===== src/rtl/block_idx_select.sv =====
// block_idx_select: streaming top-k selector. Keeps the k highest-scoring
// block indices in a table sorted by descending score, then launches the gather.
// Ports:
//   clk/rst                      clock, asynchronous active-high reset
//   start, k_sel                 begin a selection (IDLE/HOLD only), keep min(k_sel,KMAX)
//   in_valid/in_ready            score beat handshake, one insertion per cycle
//   in_score, in_idx, in_last    beat payload; in_last ends the stream
//   idx_rd_addr/idx_rd_data      combinational table read (entry 0 = highest score)
//   sel_count                    number of valid table entries
//   gather_start, busy, done     one-cycle launch pulse, ACCEPT|LAUNCH, HOLD
module block_idx_select #(
  parameter int KMAX    = 16,
  parameter int SCORE_W = 16
) (
  input  logic               clk,
  input  logic               rst,
  input  logic               start,
  input  logic [15:0]        k_sel,
  input  logic               in_valid,
  output logic               in_ready,
  input  logic [SCORE_W-1:0] in_score,
  input  logic [15:0]        in_idx,
  input  logic               in_last,
  input  logic [15:0]        idx_rd_addr,
  output logic [15:0]        idx_rd_data,
  output logic [15:0]        sel_count,
  output logic               gather_start,
  output logic               busy,
  output logic               done
);

  typedef enum logic [1:0] {
    S_IDLE   = 2'd0,
    S_ACCEPT = 2'd1,
    S_LAUNCH = 2'd2,
    S_HOLD   = 2'd3
  } state_t;

  state_t             state_q, state_d;
  logic [15:0]        k_eff_q, k_eff_d;
  logic [15:0]        sel_count_q, sel_count_d;
  logic [SCORE_W-1:0] score_q [KMAX];
  logic [SCORE_W-1:0] score_d [KMAX];
  logic [15:0]        idx_q   [KMAX];
  logic [15:0]        idx_d   [KMAX];

  logic [15:0]        k_sel_min;
  logic [15:0]        ins_pos;
  logic               start_ok;

  assign k_sel_min = (k_sel > 16'(KMAX)) ? 16'(KMAX) : k_sel;
  assign start_ok  = start && ((state_q == S_IDLE) || (state_q == S_HOLD));

  // Valid entries are always packed at the front of the table, so the
  // insertion slot is simply how many of them score >= the new beat.
  // Using >= (not >) places a tied newcomer behind the earlier arrival.
  always_comb begin
    ins_pos = 16'd0;
    for (int i = 0; i < KMAX; i++) begin
      if ((16'(i) < sel_count_q) && (score_q[i] >= in_score)) begin
        ins_pos = ins_pos + 16'd1;
      end
    end
  end

  always_comb begin
    state_d     = state_q;
    k_eff_d     = k_eff_q;
    sel_count_d = sel_count_q;
    for (int i = 0; i < KMAX; i++) begin
      score_d[i] = score_q[i];
      idx_d[i]   = idx_q[i];
    end

    case (state_q)
      S_IDLE, S_HOLD: begin
        if (start_ok) begin
          state_d     = S_ACCEPT;
          k_eff_d     = k_sel_min;
          sel_count_d = 16'd0;
          for (int i = 0; i < KMAX; i++) begin
            score_d[i] = '0;
            idx_d[i]   = 16'd0;
          end
        end
      end

      S_ACCEPT: begin
        if (in_valid) begin
          if (ins_pos < k_eff_q) begin
            // Shift the tail down one slot; whatever sat at k_eff-1 falls off.
            for (int i = 1; i < KMAX; i++) begin
              if ((16'(i) > ins_pos) && (16'(i) < k_eff_q)) begin
                score_d[i] = score_q[i-1];
                idx_d[i]   = idx_q[i-1];
              end
            end
            for (int i = 0; i < KMAX; i++) begin
              if (16'(i) == ins_pos) begin
                score_d[i] = in_score;
                idx_d[i]   = in_idx;
              end
            end
            if (sel_count_q < k_eff_q) begin
              sel_count_d = sel_count_q + 16'd1;
            end
          end
          if (in_last) begin
            state_d = S_LAUNCH;
          end
        end
      end

      S_LAUNCH: begin
        state_d = S_HOLD;
      end

      default: begin
        state_d = S_IDLE;
      end
    endcase
  end

  always_ff @(posedge clk or posedge rst) begin
    if (rst) begin
      state_q     <= S_IDLE;
      k_eff_q     <= 16'd0;
      sel_count_q <= 16'd0;
      for (int i = 0; i < KMAX; i++) begin
        score_q[i] <= '0;
        idx_q[i]   <= 16'd0;
      end
    end else begin
      state_q     <= state_d;
      k_eff_q     <= k_eff_d;
      sel_count_q <= sel_count_d;
      for (int i = 0; i < KMAX; i++) begin
        score_q[i] <= score_d[i];
        idx_q[i]   <= idx_d[i];
      end
    end
  end

  // Read mux compares the full 16-bit address, so out-of-range addresses
  // (including those beyond KMAX) read as 0.
  always_comb begin
    idx_rd_data = 16'd0;
    for (int i = 0; i < KMAX; i++) begin
      if ((16'(i) == idx_rd_addr) && (idx_rd_addr < sel_count_q)) begin
        idx_rd_data = idx_q[i];
      end
    end
  end

  assign in_ready     = (state_q == S_ACCEPT);
  assign gather_start = (state_q == S_LAUNCH);
  assign busy         = (state_q == S_ACCEPT) || (state_q == S_LAUNCH);
  assign done         = (state_q == S_HOLD);
  assign sel_count    = sel_count_q;

endmodule


===== config.mk =====
export PLATFORM = sky130hd
export DESIGN_NAME = block_idx_select
export DESIGN_NICKNAME = d
export VERILOG_FILES = /design/src/rtl/block_idx_select.sv
export SDC_FILE = /design/constraint.sdc
export NUM_CORES = 2
export LEC_CHECK = 0
export CAP_MARGIN = 20
export CORE_AREA = 2 2 231 256
export DETAILED_ROUTE_END_ITERATION = 8
export DIE_AREA = 0 0 233 258
export PLACE_DENSITY = 0.83
export SLEW_MARGIN = 20
export SYNTH_ARGS = -nofsm -noshare
export SYNTH_HDL_FRONTEND = slang
export SYNTH_SLANG_ARGS = --single-unit

===== constraint.sdc =====
create_clock -name clk -period 46.6 [get_ports clk]
set_clock_uncertainty 0.1 [all_clocks]
set_input_delay 9.32 -clock clk [delete_from_list [all_inputs] [get_ports clk]]
set_output_delay 9.32 -clock clk [all_outputs]
set_load 0.1 [all_outputs]

Word-level counts from Yosys, hierarchy flattened
Index checks and enable logic that the tools add are counted.
Widths: inputs -> output; s select.

word-level totals
  output and inout bits = 36
  input bits = 69
  logic and storage cells = 356
  register bits after elaboration = 546

operators by class
  multiplexer cells = 111
  $add $sub $neg = 16
  magnitude comparators = 66
  eq/ne operators = 54
  reductions and logical operators = 74

operator list
  cell                   number
  $mux 16                98
  $mux 256               5
  $pmux 256 s2           2
  $add 16x1->16 const B  16
  $eq 4x16->1 const A    16
  $ge 16x16->1           16
  $lt 4x16->1 const A    16
  $eq 3x16->1 const A    8
  $gt 4x16->1 const A    8
  $lt 3x16->1 const A    8
  $reduce_and 5->1       17
  $eq 2x16->1 const A    4
  $gt 3x16->1 const A    4
  $lt 2x16->1 const A    4
  $logic_and 1x1->1      48
  $lt 1x16->1 const A    3
  $lt 16x16->1           3
  $ne 3x1->1 const B     15
  $eq 1x16->1 const A    2
  $gt 2x16->1 const A    2
  $logic_not 16->1       2
  $pmux 16 s2            1
  $gt 1x16->1 const A    1
  $gt 16x5->1 const B    1
  other kinds (13)       21

Depth between registers and ports, before layout
  depth in word-level cells = 40
  depth in mapped cells = 81
  gate-level depth less buffers = 78

Least setup slack after synthesis
No wires, ideal clock.

  kind = input to output
  from = input idx_rd_addr[0]
  to = output idx_rd_data[10]
  cell stages on the path = 20
  required time = 37.180 ns
  path buffers = 1
  arrival = 15.623 ns
  path slack = 21.557 ns
  path through = clkbuf_1 > nand2b_1 > a21o_1 > a21o_1 > a21o_1 > a21o_1 > a21o_1 > a21o_1 > a21o_1 > a21o_1 > a21o_1 > a21o_1 > a21o_1 > a21o_1 > a21o_1 > a21o_1 > a21oi_1 > nor4b_1 > o221ai_1 > a222oi_1

between the ends
  longest elaborated chain between the ends = 18
  elaborated cells on any way between the ends = 49

RTL lines
  item                                                     RTL line  RTL
  start, declared                                          24        input logic [15:0] idx_rd_addr,
  $lt 16x16->1 / $logic_not 16->1 (equally long branches)  149       if ((16'(i) == idx_rd_addr) && (idx_rd_addr < sel_count_q)) begin
  $logic_and 1x1->1                                        149
  $mux 16 (15 in a row)                                    149
  $mux 16 *                                                149
  end, declared                                            25        output logic [15:0] idx_rd_data,

Every way passes the cells marked *; elsewhere a longest branch is shown, timed or not.

Final worst setup path
  from = input in_score[1]
  to = register score_q[167] in the netlist's numbering

between the ends
  longest elaborated chain between the ends = 38
  elaborated cells on any way between the ends = 74

RTL lines
  item                                                                 RTL line  RTL
  start, declared                                                      21        input logic [SCORE_W-1:0] in_score,
  $ge 16x16->1                                                         60        if ((16'(i) < sel_count_q) && (score_q[i] >= in_score)) begin
  $logic_and 1x1->1                                                    60
  $mux 1                                                               60
  $add 16x1->16                                                        61        ins_pos = ins_pos + 16'd1;
  $mux 16                                                              60
  $add 16x1->16                                                        61
  $mux 16                                                              60
  $add 16x1->16                                                        61
  [18 not listed]                                                      n/a
  $mux 16                                                              60
  $add 16x1->16                                                        61
  $mux 16                                                              60
  $add 16x1->16                                                        61
  $mux 16                                                              60
  $add 16x1->16                                                        61
  $mux 16 *                                                            60
  parallel branches: the longest is 5 deep, another holds $gt 3x16->1  n/a
  end signal, assigned by index                                        138       score_q[i] <= score_d[i];
  end, declared                                                        42        logic [SCORE_W-1:0] score_q [KMAX];

Mark *: on every way between the ends. The select of a mux whose other input is x is not followed.
A chain may end at the register's enable or synchronous reset.

==> results.md <==
- Worst slew margin relative to its limit: 0.219
- Post-DR vias/cell: about 7.2
- Minimum clock period after layout: 27430 ps
- Setup ws final: 19170 ps
- Post-CTS Setup Bufs: 0
- Clock sink total: between 500 and 600
- Placed Cells: ~4300
- Syn avg cell area: about 10 um^2
- Fmax: between 30 and 40 MHz
- Setup Viol. Count Final: 0
- Placed inst area: between 30000 and 40000 um^2
- Worst-path clk slew: approximately 60 ps
- Slew Limit Fails: 0
- NumNets Final: 4005
- Number of synthesized flops with an enable pin: 0
- PostCTS Resize Cnt: 0
- Asr flop ratio synth: 1.00
- Final Hold Viols: 0
- Vias in the first global route: between 30000 and 40000
- First-pass GRT wire length: 189000 um
- Met1 Track Usage GR: 0.493
- Most crowded layer after global routing: met2
- Netlist cell types: between 90 and 100
- CP most frequent cell: ha_1
- Starting Density: 0.640
- Ys flop type: dfrtp_1
- Hold Path Sink: idx_q[0]
- TritonCTS buffer count: 59
- R2R depth: between 70 and 80
- RSZ-0062 raised after global routing: no
- Initial DRC count: ~3600
- # H-tree levels: 2
- Register area share after synthesis: 0.369
- Final Util: 0.711
- Startpoint class of the critical path: input pin
- CP arrival: between 20000 and 30000 ps
- Worst stage delay on the critical path: between 900 and 1000 ps
- Tcrit/Tclk final: 0.589
- Crit-path max FO: 22
- Hold WS: roughly 390 ps
- GRT overflow: 0
- Fill count: approximately 4000
- Residual antenna-violating net count after detailed routing: 0
- Post-synth top area share: 0.369
- Max Cap Viol: 0
- Die area: between 60000 and 70000 um^2
- Slowest-stage cell, CP: a211oi_4
- Yosys warns: 0
- Mapped Cells: 3600
- Power Total: between 1.5 and 2 mW
- Synth area leaders: dfrtp_1, ha_1, mux2i_1
- Overall Global Routing Usage: 0.405
- Worst IR drop on VDD: 0.0529 mV
- Area growth syn-to-layout: 11.0%
- Setup Slack @ Placement: 18920 ps
- CP top delay family: compound AO/OA/AOI/OAI gates
- Routed wire length: about 120000 um
- Post-CTS Hold Buffers: 0
- R2r endpoint: score_q[167]
- Drt drc: 0
- Leakage: between 15 and 20 nW
- Mapped cell area: ~37000 um^2
- Share of cells above drive strength 1: 0.0907
- Count of input and output buffers: approximately 100
- Pre-antenna DRT Iters: 8
- Reg-to-reg startpoint: score_q[240]
- Vias: about 32000
- Worst hold stages: 1
- Slew @ Worst Pin: ~1200 ps
- I/O pin count: 105
- GR Layer Usage met2: 0.629
- R2R Setup Slk: roughly 29000 ps
- Site Rows: a little over 90
- Pwr/cell area: slightly above 40 nW/um^2
- Final GP Congestion: ~0.94
- Crit path from: in_score[1]
- Maximum buffer depth of the clock tree: 3
- Crit Path Class: in -> reg
- Chip width: 233 um
- Hold Crit Start: idx_q[0]
- Core box area: between 50000 and 60000 um^2
- Design area: between 40000 and 50000 um^2
- Synth area leader: dfrtp_1
- Status: complete, no violations
- Critical Path RT: 47000 ps
- CP endpoint kind: flop
- Most frequent cells in the layout: dfrtp_1, mux2i_1, o2bb2ai_1, ha_1, nand2_1
- Clock root buffer master: clkbuf_16
- HPWL Detailed: slightly below 80000 um
- Setup TNS: 0 ps
- Routing usage on met3: 0.0961
- Post-DR wirelength/cell: roughly 28 um
- Clock latency on the worst-skew pair: approximately 650 ps
- Most common cell after layout, fill and taps aside: dfrtp_1
- Post-synthesis register bit count: about 550
- Min-Delay Path Class: reg -> reg
- Die Y: between 200 and 300 um
- Initial antenna violation count: 0
- CTS tree: yes
- Largest net degree at the start of global routing: ~170
- Buf/Inv on CP: 9
- Fin cells: approximately 4400
## cell families after synthesis
family	count (synthesis)	share of synthesized area
AOI/OAI and AO/OA	1116	0.226
xor gates and xnor gates	53	0.0171
adders and majority gates	322	0.109
buffers and inverters	365	0.0398
DFF	546	0.369
muxes	520	0.150
other	1	0.000101
and+or+nand+nor	677	0.0889
## synthesized netlist by cell type (96+ instances only)
| master | n |
|---|---|
| dfrtp_1 | 546 |
| mux2i_1 | 390 |
| o2bb2ai_1 | 354 |
| ha_1 | 322 |
| nand2_1 | 276 |
| clkbuf_1 | 194 |
| a21oi_1 | 157 |
| a21o_1 | 122 |
| nor2_1 | 114 |
| a22oi_1 | 106 |
| inv_1 | 103 |
| o21ai_0 | 96 |
## cell type report
class | count | area [um^2] | share of cell area
Antenna cell | 1 | 2.50 | 0.0000609
Tap cell | 760 | 951 | 0.0231
Inverter | 104 | 398 | 0.00968
Clock inverter | 29 | 393 | 0.00956
Sequential cell | 546 | 13700 | 0.332
Multi-Input combinational cell | 2697 | 22200 | 0.539
Clock buffer | 80 | 1680 | 0.0408
Timing Repair Buffer | 206 | 1860 | 0.0452
## where the power goes
group,switching (mW),total (mW),internal (mW)
Combinational,0.469,0.629,0.159
Sequential,0.0236,0.521,0.497
Clock,0.209,0.506,0.297
## state kept, by name, summed over array words and instances, names as in the netlist
signal / flops
state_q: 2
k_eff_q: 16
idx_q: 256
sel_count: 16
score_q: 256
## worst reg2reg max path: cells and delay by family (launching register included)
| kind | cells | cell delay [ps] |
|---|---|---|
| simple gates | 22 | 3440 |
| mux | 3 | 960 |
| buf+inv | 8 | 1180 |
| flops | 1 | 400 |
| compound gates | 26 | 6490 |
| xor+xnor | 1 | 720 |
| fa+ha+maj | 15 | 4440 |
## per-layer routing
layer	routed length, um	part of all wire	vias to the layer above
met5	0	0	-
met4	10000	0.082	0
met3	11900	0.097	572
met2	54900	0.45	1880
met1	44900	0.37	15768
li1	-	-	13747
## worst max-delay path by stage
stage / endpoint / slack (ps) / depth (start not counted)
final: score_q[167] / 19170 / 75
after global routing: score_q[167] / 18080 / 75
after CTS: score_q[167] / 19450 / 75
after detailed placement: score_q[167] / 18920 / 75
after global placement: score_q[162] / 19300 / 75
after floorplan: idx_rd_data[10] / 21560 / 20
No activity file was read; power rests on OpenSTA's default activity.
